<file path="src/rtl/eq_spi_rx.sv">
// SPI-style receiver for an EQ gain frame: oversamples sck/sdi/ce in clk,
// shifts bits MSB-first while ce is high and commits the frame on ce fall.
module eq_spi_rx #(
   parameter int NBANDS = 4,
   parameter int BAND_W = 8
) (
   input  logic                       clk,
   input  logic                       reset,
   input  logic                       sck,
   input  logic                       sdi,
   input  logic                       ce,
   output logic [NBANDS*BAND_W-1:0]   eq_vals,
   output logic                       eq_valid,
   output logic                       frame_err,
   output logic                       busy,
   output logic [7:0]                 frame_cnt
);
   localparam int FRAME_W = NBANDS * BAND_W;
   localparam int CW      = $clog2(FRAME_W + 2);
   localparam logic [CW-1:0] FULL = CW'(FRAME_W);
   localparam logic [CW-1:0] OVF  = CW'(FRAME_W + 1);

   localparam logic [1:0] IDLE  = 2'd0;
   localparam logic [1:0] RECV  = 2'd1;
   localparam logic [1:0] CLOSE = 2'd2;

   // [0],[1] are the synchronizer; [2] of sck/ce is the previous synced value
   logic [2:0] sck_q, ce_q;
   logic [1:0] sdi_q;
   logic       sck_rise, ce_fall;

   logic [1:0]         state_q, state_d;
   logic [CW-1:0]      cnt_q, cnt_d;
   logic [FRAME_W-1:0] shreg_q, shreg_d;
   logic [FRAME_W-1:0] vals_q, vals_d;
   logic [7:0]         fcnt_q, fcnt_d;
   logic               valid_q, valid_d;
   logic               err_q, err_d;
   logic               busy_q;

   assign sck_rise = sck_q[1] & ~sck_q[2];
   assign ce_fall  = ~ce_q[1] & ce_q[2];

   always_comb begin
      state_d = state_q;
      cnt_d   = cnt_q;
      shreg_d = shreg_q;
      vals_d  = vals_q;
      fcnt_d  = fcnt_q;
      valid_d = 1'b0;
      err_d   = 1'b0;
      case (state_q)
         IDLE: begin
            if (ce_q[1]) begin
               state_d = RECV;
               cnt_d   = '0;
               shreg_d = '0;
            end
         end
         RECV: begin
            // ce fall wins over a coincident sck edge
            if (ce_fall) begin
               state_d = CLOSE;
            end else if (sck_rise) begin
               if (cnt_q < FULL) begin
                  shreg_d = {shreg_q[FRAME_W-2:0], sdi_q[1]};
                  cnt_d   = cnt_q + CW'(1);
               end else begin
                  cnt_d = OVF;
               end
            end
         end
         CLOSE: begin
            state_d = IDLE;
            if (cnt_q == FULL) begin
               vals_d  = shreg_q;
               valid_d = 1'b1;
               fcnt_d  = fcnt_q + 8'd1;
            end else begin
               err_d = 1'b1;
            end
         end
         default: state_d = IDLE;
      endcase
   end

   always_ff @(posedge clk) begin
      if (reset) begin
         sck_q   <= '0;
         ce_q    <= '0;
         sdi_q   <= '0;
         state_q <= IDLE;
         cnt_q   <= '0;
         shreg_q <= '0;
         vals_q  <= '0;
         fcnt_q  <= '0;
         valid_q <= 1'b0;
         err_q   <= 1'b0;
         busy_q  <= 1'b0;
      end else begin
         sck_q   <= {sck_q[1:0], sck};
         ce_q    <= {ce_q[1:0], ce};
         sdi_q   <= {sdi_q[0], sdi};
         state_q <= state_d;
         cnt_q   <= cnt_d;
         shreg_q <= shreg_d;
         vals_q  <= vals_d;
         fcnt_q  <= fcnt_d;
         valid_q <= valid_d;
         err_q   <= err_d;
         busy_q  <= (state_d == RECV);
      end
   end

   assign eq_vals   = vals_q;
   assign eq_valid  = valid_q;
   assign frame_err = err_q;
   assign busy      = busy_q;
   assign frame_cnt = fcnt_q;
endmodule

</file>
<file path="config.mk">
export PLATFORM = sky130hd
export DESIGN_NAME = eq_spi_rx
export DESIGN_NICKNAME = d
export VERILOG_FILES = /design/src/rtl/eq_spi_rx.sv
export SDC_FILE = /design/constraint.sdc
export NUM_CORES = 1
export LEC_CHECK = 0
export CAP_MARGIN = 20
export CORE_AREA = 2 2 87 89
export DETAILED_ROUTE_END_ITERATION = 6
export DIE_AREA = 0 0 89 91
export PLACE_DENSITY = 0.83
export SLEW_MARGIN = 20
export SYNTH_ARGS = -nofsm -noshare
export SYNTH_HDL_FRONTEND = slang
export SYNTH_SLANG_ARGS = --single-unit
export TNS_END_PERCENT = 5
</file>
<file path="constraint.sdc">
create_clock -name clk -period 2.4 [get_ports clk]
set_clock_uncertainty 0.2 [all_clocks]
set_input_delay 0.48 -clock clk [delete_from_list [all_inputs] [get_ports clk]]
set_output_delay 0.48 -clock clk [all_outputs]
set_load 0.02 [all_outputs]
</file>
Word level (Yosys, flattened, before mapping)
Cells that the tools add are included.

word-level totals
  register bits = 91
  input bits = 5
  logic and storage cells = 48

cells by class
  $add $sub $neg = 2
  $lt $le $gt $ge = 1
  eq/ne operators = 8
  muxes and demuxes = 15
  bitwise operators = 5
  reductions and logical operators = 6

operator list
  operator             number
  $mux 32              4
  $pmux 32 s2          1
  $mux 6               4
  $pmux 6 s2           1
  $add 8x1->8 const B  1
  $ne 2x2->1 const B   4
  $add 6x1->6 const B  1
  $eq 6x6->1 const B   1
  $lt 6x6->1 const B   1
  $reduce_and 5->1     1
  $eq 2x1->1 const B   2
  $mux 2               2
  $pmux 2 s2           1
  $reduce_and 4->1     1
  $not 1->1            3
  $and 1x1->1          2
  $eq 2x2->1 const B   1
  $logic_not 2->1      1
  $mux 1               2
  $reduce_and 2->1     1
  $reduce_bool 2->1    1
  $reduce_or 2->1      1

Logic depth before layout (Yosys ltp)
Gate-level depths: netlist of the first run.

  word-level depth = 5
  gate-level depth with buffers = 8
  mapped depth without buffers = 6

Worst setup path after synthesis of the first run
No wires, ideal clock.

  path type = reg2reg
  from = reg cnt_q[0]
  to = reg fcnt_q[5], in the netlist frame_cnt[5]
  library setup time = 0.070 ns
  arrival time = 1.721 ns
  data required time = 2.130 ns
  slack = 0.408 ns
  stages on the path, launching flop included = 7
  path buffers = 0
  cells stage by stage = dfxtp_1 > inv_1 > ha_1 > nand4bb_2 > or3_1 > or4_1 > a21oi_1

on the way
  word-level cells in the longest chain between the ends = 2

ends and longest elaborated chain
  what                               RTL line  source
  start: declaration                 33        logic [CW-1:0] cnt_q, cnt_d;
  start signal: assignment           105       cnt_q <= cnt_d;
  $eq 6x6->1                         75        if (cnt_q == FULL) begin
  $reduce_and 2->1 (no source line)  --
  end signal: assignment             108       fcnt_q <= fcnt_d;
  end: declaration                   36        logic [7:0] fcnt_q, fcnt_d;

Every way passes these cells.
A chain may end at the register's enable or synchronous reset.

Worst setup path in the final report of the first run
  from = reg state_q[0]
  to = reg cnt_q[4]

on the way
  word-level cells in the longest chain between the ends = 3

ends and longest elaborated chain
  what                                                                     RTL line  source
  start: declaration                                                       32        logic [1:0] state_q, state_d;
  start signal: assignment                                                 104       state_q <= state_d;
  $eq 2x1->1 / $logic_not 2->1 (equally long branches)                     52        case (state_q)
  $ne 2x2->1 (no source line) / $reduce_bool 2->1 (equally long branches)  --
  $reduce_and 4->1 (no source line)                                        --

Parallel ways exist; a longest one is shown, timed or not.

==> results.ini, run 1 <==
[final_layout]
syn_to_final_growth_pct = 23.0
drive_gt1_share_pct = 7.64
mostFrequentLayoutCells = dfxtp_1, nand2_1, clkdlybuf4s50_1, a21oi_1
fin_util_pct = 59.6
finalInstanceArea_mm2 = 0.00426
n_antenna_cell = 0
layout_commonest_cell = dfxtp_1
nets = 448
fill_cells = 642

[sta]
setup_violations = 0
holdWs_ns = 0.243
maxSlewViolCount = 0
fin_crit_sh_pct = 91.4
relSlewSlack_pct = 68.8
timing.fmax_ghz = 0.456
timing.final.ws_setup_ns = 0.207
hold_violations = 0
setup_tns_ns = 0
rsz0062_at_grt = no
tightest_slew_ns = 0.468
min_period_ns = 2.19

[worst_hold_path]
whs_path_depth = 1
min_path_type = reg -> reg
hold_path_end = sck_q[1]
min_from = sck_q[0]

[clock_network]
clock_sinks = 91
post_cts_resized = 0
clock-root-buffer = clkbuf_8
clk_pin_slew_ns = 0.08
cts_setup_buffers = 0
h-tree-depth = 3
cts_tree = done
cts_made_buffers = 9
clockBufferDepth = 2
insertion_delay_ns = 0.35
hold_buffers = 0

[synthesis]
synth_edf_count = 0
synth_mux_area_share_pct = 0.578
synth_ff_type = dfxtp_1
synth_simple_gate_area_share_pct = 27.3
synth_area_mm2 = 0.00346
synth-seq-cells = 91
synth_top_family_by_area = simple AND/OR/NAND/NOR gates
synth_adder_area_share_pct = 1.08
synthCells = 401
syn_avg_cell_area_um2 = 8.63
synth-xor-area-share_pct = 1.01
async_flop_share_pct = 0
synth_fp_nets = 409
synth_compound_area_share_pct = 13.3
yosysUniqueCellTypes = 32
yosysSeqAreaShare_pct = 52.6
ys_warn_count = 0

[power]
powerDensity_mw_per_mm2 = 621
p_clk_share_pct = 38.4
intPower_mw = 2.06
p_leak_nw = 1.36
power_frac_seq_pct = 57.6
swShare_pct = 21.9
net-switching-power_mw = 0.577
combPwrFrac_pct = 4.0
vdd_drop_max_mv = 0.396

[die]
dieArea_mm2 = 0.00810
row_count = 31
die_height_um = 91
start_util_pct = 48.5
die_x_um = 89
io_pins = 48
coreArea_mm2 = 0.00714

[global_route]
overflow = 0
antenna_found_initial = 0
grt_pass1_wl_um = 12200
grt_max_degree = 91
grt_util_all_layers_pct = 19.0
grt_pass1_vias = 2689

[setup_path]
r2r-end = cnt_q[4]
r2r-start = state_q[0]
cp-end-kind = register
r2r_cells = 4
required_ns = 2.48
path_class = reg -> reg
critPathMaxFanout = 12
worstSetupStartpointType = register
arrival_ns = 2.28
rrSetupSlack_ns = 0.21

[placement]
gp_congestion = 0.909
io_buffers = 47
hpwl_um = 4450
place_ws_ns = 0.259
dpl-instance-area_mm2 = 0.00406

[status]
outcome = finished, final reports clean

[route]
drc = 0
first_iter_violations = 206
via_count = 2886
wl_per_cell_um = 13.2
antenna_left = 0
wl_um = 7180
viasPerCell = 5.31
first_pass_iters = 4

[flow_run]
cap_viol_max_count = 0

## kinds of logic after synthesis
kind of cell,after synthesis
adder cells (fa/ha/maj),3
AO/OA/AOI/OAI,85
flip-flops,91
XOR/XNOR,4
buffers and inverters,36
multiplexers,2
AND/OR/NAND/NOR,180
## per-stage QoR
stage	total power, mW	instances
3_3_place_gp	1.66	528
3_5_place_dp	1.66	528
2_1_floorplan	1.63	401
6_report	2.64	544
4_1_cts	2.66	544
5_1_grt	2.75	544
## worst max-delay path by stage
stage	to	slack, ns	from	cells past startpoint
6_report	cnt_q[4]	0.21	state_q[0]	4
2_1_floorplan	frame_cnt[5]	0.41	cnt_q[0]	6
5_1_grt	shreg_q[26]	0.06	state_q[0]	5
3_5_place_dp	cnt_q[4]	0.26	state_q[0]	4
4_1_cts	cnt_q[4]	0.22	state_q[0]	4
3_3_place_gp	cnt_q[4]	0.28	state_q[0]	4
## power by group through the flow
stage	clock network [mW]	registers (mW)	logic, mW
floorplan	0	1.55	0.0709
global placement	0	1.56	0.102
detailed placement	0	1.56	0.104
CTS	1.04	1.52	0.104
global route	1.11	1.52	0.114
finish	1.02	1.52	0.105
## layout make-up
cell class	instances	area [um^2]	share of cell area, %
Multi-Input combinational cell	274	1520	35.8
Tap cell	99	124	2.91
Clock buffer	12	145	3.41
Sequential cell	91	1820	42.8
Clock inverter	4	50.0	1.18
Inverter	4	15.0	0.353
Timing Repair Buffer	60	576	13.5
## registers in the layout, indices dropped and copies added, names as in the netlist
signal	flops
eq_vals	32
shreg_q	32
frame_cnt	8
cnt_q	6
ce_q	3
sck_q	3
sdi_q	2
state_q	2
busy	1
eq_valid	1
frame_err	1
## critical path, cell delays in order, from the launching register on
cell and delay, ns:
dfxtp_1 0.57, nand2b_1 0.22, a221o_1 0.47, or4_1 0.52, a21oi_1 0.15
## metal layers
layer / up-vias / share of wire, % / wire (um) / GRT usage, %
li1: 1463 / - / - / -
met1: 1357 / 47 / 3370 / 25.2
met2: 58 / 47 / 3410 / 29.5
met3: 8 / 3.9 / 281 / 4.36
met4: 0 / 1.6 / 116 / 7.71
met5: - / 0 / 0 / 0
## cell usage after synthesis (all sizes together) (2+ instances only)
master	instances	area, um^2
or4	4	30.0
a211oi	3	22.5
nor2	10	37.5
nor3b	2	15.0
nand4b	2	17.5
ha	3	37.5
o31ai	3	22.5
nor4	2	12.5
nand4	32	200
nand2	71	267
nand2b	35	219
a21oi	41	205
o21ai	35	175
mux2i	2	20.0
nor2b	8	50.1
clkbuf	27	101
and3	2	12.5
buf	5	25.0
xnor2	4	35.0
dfxtp	91	1820
nor3	3	20.0
inv	4	15.0
nand3	4	20.0
Note: power is estimated with default switching activity, not from simulation.
==> run 2: changes to the inputs <==
- ABC_AREA: unset -> 1
- CORE_AREA: 2 2 87 89 -> 2 2 90 92
- CTS_CLUSTER_SIZE: unset -> 28
- DIE_AREA: 0 0 89 91 -> 0 0 92 94
- SETUP_SLACK_MARGIN: unset -> 0.15
==> results.ini, run 2 <==
[synthesis]
yosys-top-cells-area = dfxtp_1, nor2_1, nand2_1
synth_area_mm2 = 0.00375  ; +8.3%
yosysUniqueCellTypes = 23  ; -28%
synth_edf_count = 0  ; unchanged
synth_fp_nets = 544  ; +33%
syn_avg_cell_area_um2 = 6.99  ; -19%
async_flop_share_pct = 0  ; unchanged
synthCells = 536  ; +34%
netlist_top_cells_count = nor2_1, nand2_1, dfxtp_1, nand4_1, o21ai_0
synth_top_cell_by_area = dfxtp_1
yosysMostFrequentCell = nor2_1
yosysSeqAreaShare_pct = 48.6  ; -4.0 points
synth-seq-cells = 91  ; unchanged
ys_warn_count = 0  ; unchanged
synth_ff_type = dfxtp_1
synth_top_area_share_pct = 48.6  ; -4.0 points

[die]
die_x_um = 92  ; +3.4%
start_util_pct = 49.3  ; +0.77 points
row_count = 32  ; +3.2%
coreArea_mm2 = 0.00761  ; +6.6%
dieArea_mm2 = 0.00865  ; +6.8%
io_pins = 48  ; unchanged
die_height_um = 94  ; +3.3%

[placement]
gp_congestion = 0.851  ; -6.4%
io_buffers = 47  ; unchanged
hpwl_um = 5070  ; +14%

[power]
p_clk_share_pct = 36.0  ; -2.4 points
vdd_drop_max_mv = 0.304  ; -23%
swShare_pct = 25.9  ; +4.0 points
net-switching-power_mw = 0.750  ; +30%
intPower_mw = 2.15  ; +4.3%
power_frac_seq_pct = 55.4  ; -2.2 points
powerDensity_mw_per_mm2 = 643  ; +3.6%
total_power_mw = 2.90  ; +9.9%
p_leak_nw = 1.74  ; +28%
combPwrFrac_pct = 8.7  ; +4.7 points

[sta]
fin_crit_sh_pct = 89.1  ; -2.3 points
setup_tns_ns = 0  ; unchanged
rsz0062_at_grt = no
maxSlewViolCount = 0  ; unchanged
relSlewSlack_pct = 47.7  ; -21 points
tightest_slew_ns = 0.782  ; +0.314 ns
timing.fmax_ghz = 0.468  ; +2.6%
setup_violations = 0  ; unchanged
hold_violations = 0  ; unchanged
min_period_ns = 2.14  ; -0.0557 ns
holdWs_ns = 0.214  ; -0.0288 ns

[setup_path]
crit_buf_inv = 1  ; +1
r2r-start = cnt_q[0]
rrSetupSlack_ns = 0.45  ; +0.24 ns
startpoint = frame_cnt[2]
crit_family = buffers and inverters
slowest_stage = clkdlybuf4s50_1
r2r-end = eq_vals[14]
endpoint = frame_cnt[2]
required_ns = 1.72  ; -0.76 ns
critPathMaxFanout = 6  ; -6
path_depth = 1  ; -3
r2r_cells = 7  ; +3
arrival_ns = 1.46  ; -0.82 ns
path_cells = clkdlybuf4s50_1
critPathMaxStageDelay_ns = 0.65  ; +0.08 ns
cp-end-kind = output port
worstSetupStartpointType = register
path_class = reg -> out

[route]
viasPerCell = 5.11  ; -3.8%
wl_um = 7940  ; +11%
via_count = 3462  ; +20%
drc = 0  ; unchanged
antenna_left = 0  ; unchanged
first_pass_iters = 5  ; +1
wl_per_cell_um = 11.7  ; -11%
first_iter_violations = 241  ; +17%

[final_layout]
drive_gt1_share_pct = 5.90  ; -1.7 points
mostFrequentLayoutCells = nor2_1, nand2_1, dfxtp_1, clkdlybuf4s50_1, nand4_1
multi_input_area_mm2 = 0.00170  ; +11%
fin_util_pct = 59.3  ; -0.30 points
regArea_mm2 = 0.00182  ; unchanged
layout_commonest_cell = nor2_1
nets = 579  ; +29%
n_antenna_cell = 0  ; unchanged
syn_to_final_growth_pct = 20.4
fill_cells = 679  ; +5.8%

[global_route]
antenna_found_initial = 0  ; unchanged
grt_util_all_layers_pct = 19.7  ; +0.71 points
grt_pass1_wl_um = 13900  ; +14%
grt_pass1_vias = 3184  ; +18%
overflow = 0  ; unchanged
grt_max_degree = 74  ; -19%

[clock_network]
clock-root-buffer = clkbuf_8
cts_tree = done
clk_pin_slew_ns = 0.09  ; about the same
clock_sinks = 91  ; unchanged
insertion_delay_ns = 0.35  ; about the same
cts_setup_buffers = 0  ; unchanged
cts_made_buffers = 9  ; unchanged
clockBufferDepth = 2  ; unchanged
hold_buffers = 0  ; unchanged
h-tree-depth = 3  ; unchanged

[flow_run]
cap_viol_max_count = 0  ; unchanged

[status]
outcome = finished, final reports clean

[worst_hold_path]
min_path_type = reg -> reg

run 2: cell types whose count changed in the layout (fill, tap and decap cells not counted), moves of 4 or more:
cell,before,now
nor2_1,10,163
nand2_1,71,111
nand2b_1,35,0
a21oi_1,40,10
inv_1,4,27
nor2b_1,8,0
buf_4,12,6
nand3_1,4,10
o21ai_1,0,4
or4_1,4,0
xnor2_1,4,0
run 2: worst min-delay path by stage:
stage	startpoint	cells past startpoint	slack (ns)	endpoint
after global routing	sck_q[0]	2	0.24	sck_q[1]
after global placement	sdi_q[0]	2	0.20	sdi_q[1]
final	ce_q[0]	2	0.21	ce_q[1]
after detailed placement	sdi_q[0]	2	0.21	sdi_q[1]
after floorplan	ce_q[0]	2	0.19	ce_q[1]
after CTS	ce_q[0]	2	0.22	ce_q[1]
run 2: cell families (layout without fill, tap and decap cells):
kind of cell	after synthesis	in the layout	share of synthesized area (%)
adders and majority gates	3	3	1.00
AOI/OAI and AO/OA	49	49	6.64
DFF	91	91	48.6
and+or+nand+nor	331	331	36.6
buffers and inverters	60	100	6.64
xor gates and xnor gates	2	2	0.468
run 2: timing repair:
item,CTS,global route
setup endpoints to repair,0,12
hold endpoints to repair,0,0
gates resized for setup,0,1
run 2: power groups by stage:
stage | sequential, mW | clock, mW | combinational [mW]
finish | 1.61 | 1.04 | 0.252
global route | 1.61 | 1.12 | 0.291
CTS | 1.61 | 1.07 | 0.251
detailed placement | 1.64 | 0 | 0.249
global placement | 1.64 | 0 | 0.239
floorplan | 1.63 | 0 | 0.196
run 2: layer usage:
layer | part of all wire (%) | up-vias | GRT usage [%]
met5 | 0 | - | 0
met4 | 1.2 | 0 | 6.09
met1 | 46 | 1579 | 23.8
met2 | 48 | 99 | 34.9
met3 | 5.4 | 8 | 4.33
li1 | - | 1776 | -
run 2: area by class of cell:
cell class / instances / area share [%]
clock buffers: 10 / 2.83
clock inverters: 6 / 1.64
repair buffers: 55 / 12.3
multi-input cells: 385 / 37.6
flip-flops and latches: 91 / 40.4
well taps: 102 / 2.83
inverters: 29 / 2.41
run 2: stage by stage:
stage | instances | setup WS (ns) | instance area, um^2
after floorplan | 536 | 0.804 | 3750
after global placement | 662 | 0.375 | 4300
after detailed placement | 662 | 0.307 | 4300
after CTS | 678 | 0.254 | 4500
after global routing | 678 | 0.200 | 4510
final | 678 | 0.262 | 4510
==> run 3: changes to the inputs <==
- PLACE_DENSITY: 0.83 -> 0.72
==> results.ini, run 3 (synthesis results as in run 2) <==
[sta]
tightest_slew_ns = 0.774  ; -0.00755 ns
relSlewSlack_pct = 48.2  ; +0.50 points
min_period_ns = 2.12  ; -0.0143 ns
timing.fmax_ghz = 0.471  ; +0.67%
maxSlewViolCount = 0  ; unchanged
hold_violations = 0  ; unchanged
rsz0062_at_grt = no
setup_tns_ns = 0  ; unchanged
setup_violations = 0  ; unchanged
fin_crit_sh_pct = 88.5  ; -0.59 points

[setup_path]
cp-end-kind = output port
crit_family = buffers and inverters
required_ns = 1.72  ; about the same
path_class = reg -> out
path_cells = clkdlybuf4s50_1
worstSetupStartpointType = register
arrival_ns = 1.44  ; -0.02 ns
crit_buf_inv = 1  ; unchanged
critPathMaxFanout = 6  ; unchanged
critPathMaxStageDelay_ns = 0.64  ; about the same
slowest_stage = clkdlybuf4s50_1

[final_layout]
layoutNonFillerInstCount = 676  ; -0.29%
finalInstanceArea_mm2 = 0.00447  ; -0.86%
mostFrequentLayoutCells = nor2_1, nand2_1, dfxtp_1, clkdlybuf4s50_1, nand4_1
fill_cells = 760  ; +12%
syn_to_final_growth_pct = 19.4
n_antenna_cell = 0  ; unchanged
drive_gt1_share_pct = 5.75  ; -0.15 points
layout_commonest_cell = nor2_1
nets = 579  ; unchanged

[global_route]
overflow = 0  ; unchanged
use_met2_pct = 31.0  ; -3.9 points
grt_pass1_vias = 3019  ; -5.2%
top_usage_layer = met2
grt_util_met3_pct = 4.17  ; -0.16 points
met1_usage_pct = 24.2  ; +0.36 points
grt_util_all_layers_pct = 18.9  ; -0.77 points
antenna_found_initial = 0  ; unchanged
grt_max_degree = 60  ; -19%
grt_pass1_wl_um = 13300  ; -4.1%

[power]
p_leak_nw = 1.72  ; -1.3%
intPower_mw = 2.12  ; -1.3%
vdd_drop_max_mv = 0.276  ; -9.3%
power_frac_seq_pct = 56.9  ; +1.5 points
powerDensity_mw_per_mm2 = 632  ; -1.8%
combPwrFrac_pct = 8.8  ; about the same
net-switching-power_mw = 0.702  ; -6.5%
swShare_pct = 24.8  ; -1.0 points
p_clk_share_pct = 34.4  ; -1.6 points
total_power_mw = 2.83  ; -2.6%

[clock_network]
cts_made_buffers = 9  ; unchanged
insertion_delay_ns = 0.35  ; about the same
cts_setup_buffers = 0  ; unchanged
h-tree-depth = 3  ; unchanged
clk_pin_slew_ns = 0.08  ; about the same
cts_tree = done
hold_buffers = 0  ; unchanged
clockBufferDepth = 2  ; unchanged
clock_sinks = 91  ; unchanged
clock-root-buffer = clkbuf_8
post_cts_resized = 0  ; unchanged

[die]
die_height_um = 94  ; unchanged
coreArea_mm2 = 0.00761  ; unchanged
start_util_pct = 49.3  ; unchanged
row_count = 32  ; unchanged
dieArea_mm2 = 0.00865  ; unchanged
die_x_um = 92  ; unchanged
io_pins = 48  ; unchanged

[flow_run]
cap_viol_max_count = 0  ; unchanged

[route]
antenna_left = 0  ; unchanged
first_iter_violations = 225  ; -6.6%
first_pass_iters = 4  ; -1
wl_per_cell_um = 11.4  ; -2.6%
drc = 0  ; unchanged
viasPerCell = 5.01  ; -1.9%
via_count = 3387  ; -2.2%
wl_um = 7710  ; -2.9%

[placement]
gp_congestion = 0.860  ; +1.1%
io_buffers = 47  ; unchanged
dp_cells = 662  ; unchanged
dpl-instance-area_mm2 = 0.00429  ; -0.12%
hpwl_um = 5010  ; -1.3%

[status]
outcome = finished, final reports clean

[worst_hold_path]
min_path_type = reg -> reg

==> run 3: changes by cell type in the layout (fill, tap and decap cells not counted) <==
cell	delta
nand2_2	+1
clkbuf_1	-1
inv_6	-1
clkinv_2	+2
buf_12	-1
clkinvlp_4	-1
inv_8	-1
nand2_4	-1
buf_4	+1
==> run 3: routing by layer <==
metal	vias to the layer above	share of wire [%]
li1	1773	-
met1	1535	48
met2	69	46
met3	10	4.2
met4	0	1.7
met5	-	0
==> run 3: path summary, 6_finish.rpt <==
path                                endpoint  slack (ns)          from  cells after the start
worst max-delay path            frame_cnt[2]        0.28  frame_cnt[2]                      1
worst min-delay path                 ce_q[1]        0.21       ce_q[0]                      2
worst max register to register   eq_vals[29]        0.36      cnt_q[0]                      7
worst min register to register       ce_q[1]        0.21       ce_q[0]                      2
==> run 3: cell type report <==
| type | count | area, um^2 | share of cell area [%] |
|---|---|---|---|
| flip-flops and latches | 91 | 1820 | 40.7 |
| inverters | 29 | 109 | 2.43 |
| clock inverters | 5 | 56.3 | 1.26 |
| well taps | 102 | 128 | 2.85 |
| repair buffers | 55 | 543 | 12.1 |
| multi-input cells | 385 | 1690 | 37.8 |
| clock buffers | 9 | 124 | 2.77 |
==> run 3: power by group through the flow <==
stage                     combinational [mW]  clock (mW)  sequential (mW)
final                                  0.247       0.972             1.61
after global routing                   0.287        1.07             1.62
after CTS                              0.248        1.00             1.61
after detailed placement               0.247           0             1.64
after global placement                 0.241           0             1.64
after floorplan                        0.196           0             1.63
==> run 3: through the flow <==
step	util [%]	hold WS, ns	setup WS (ns)
after CTS	58.8	0.212	0.276
after floorplan	-	0.188	0.804
final	58.8	0.210	0.277
after detailed placement	56.4	0.203	0.381
after global placement	56.3	0.194	0.409
after global routing	58.8	0.227	0.159
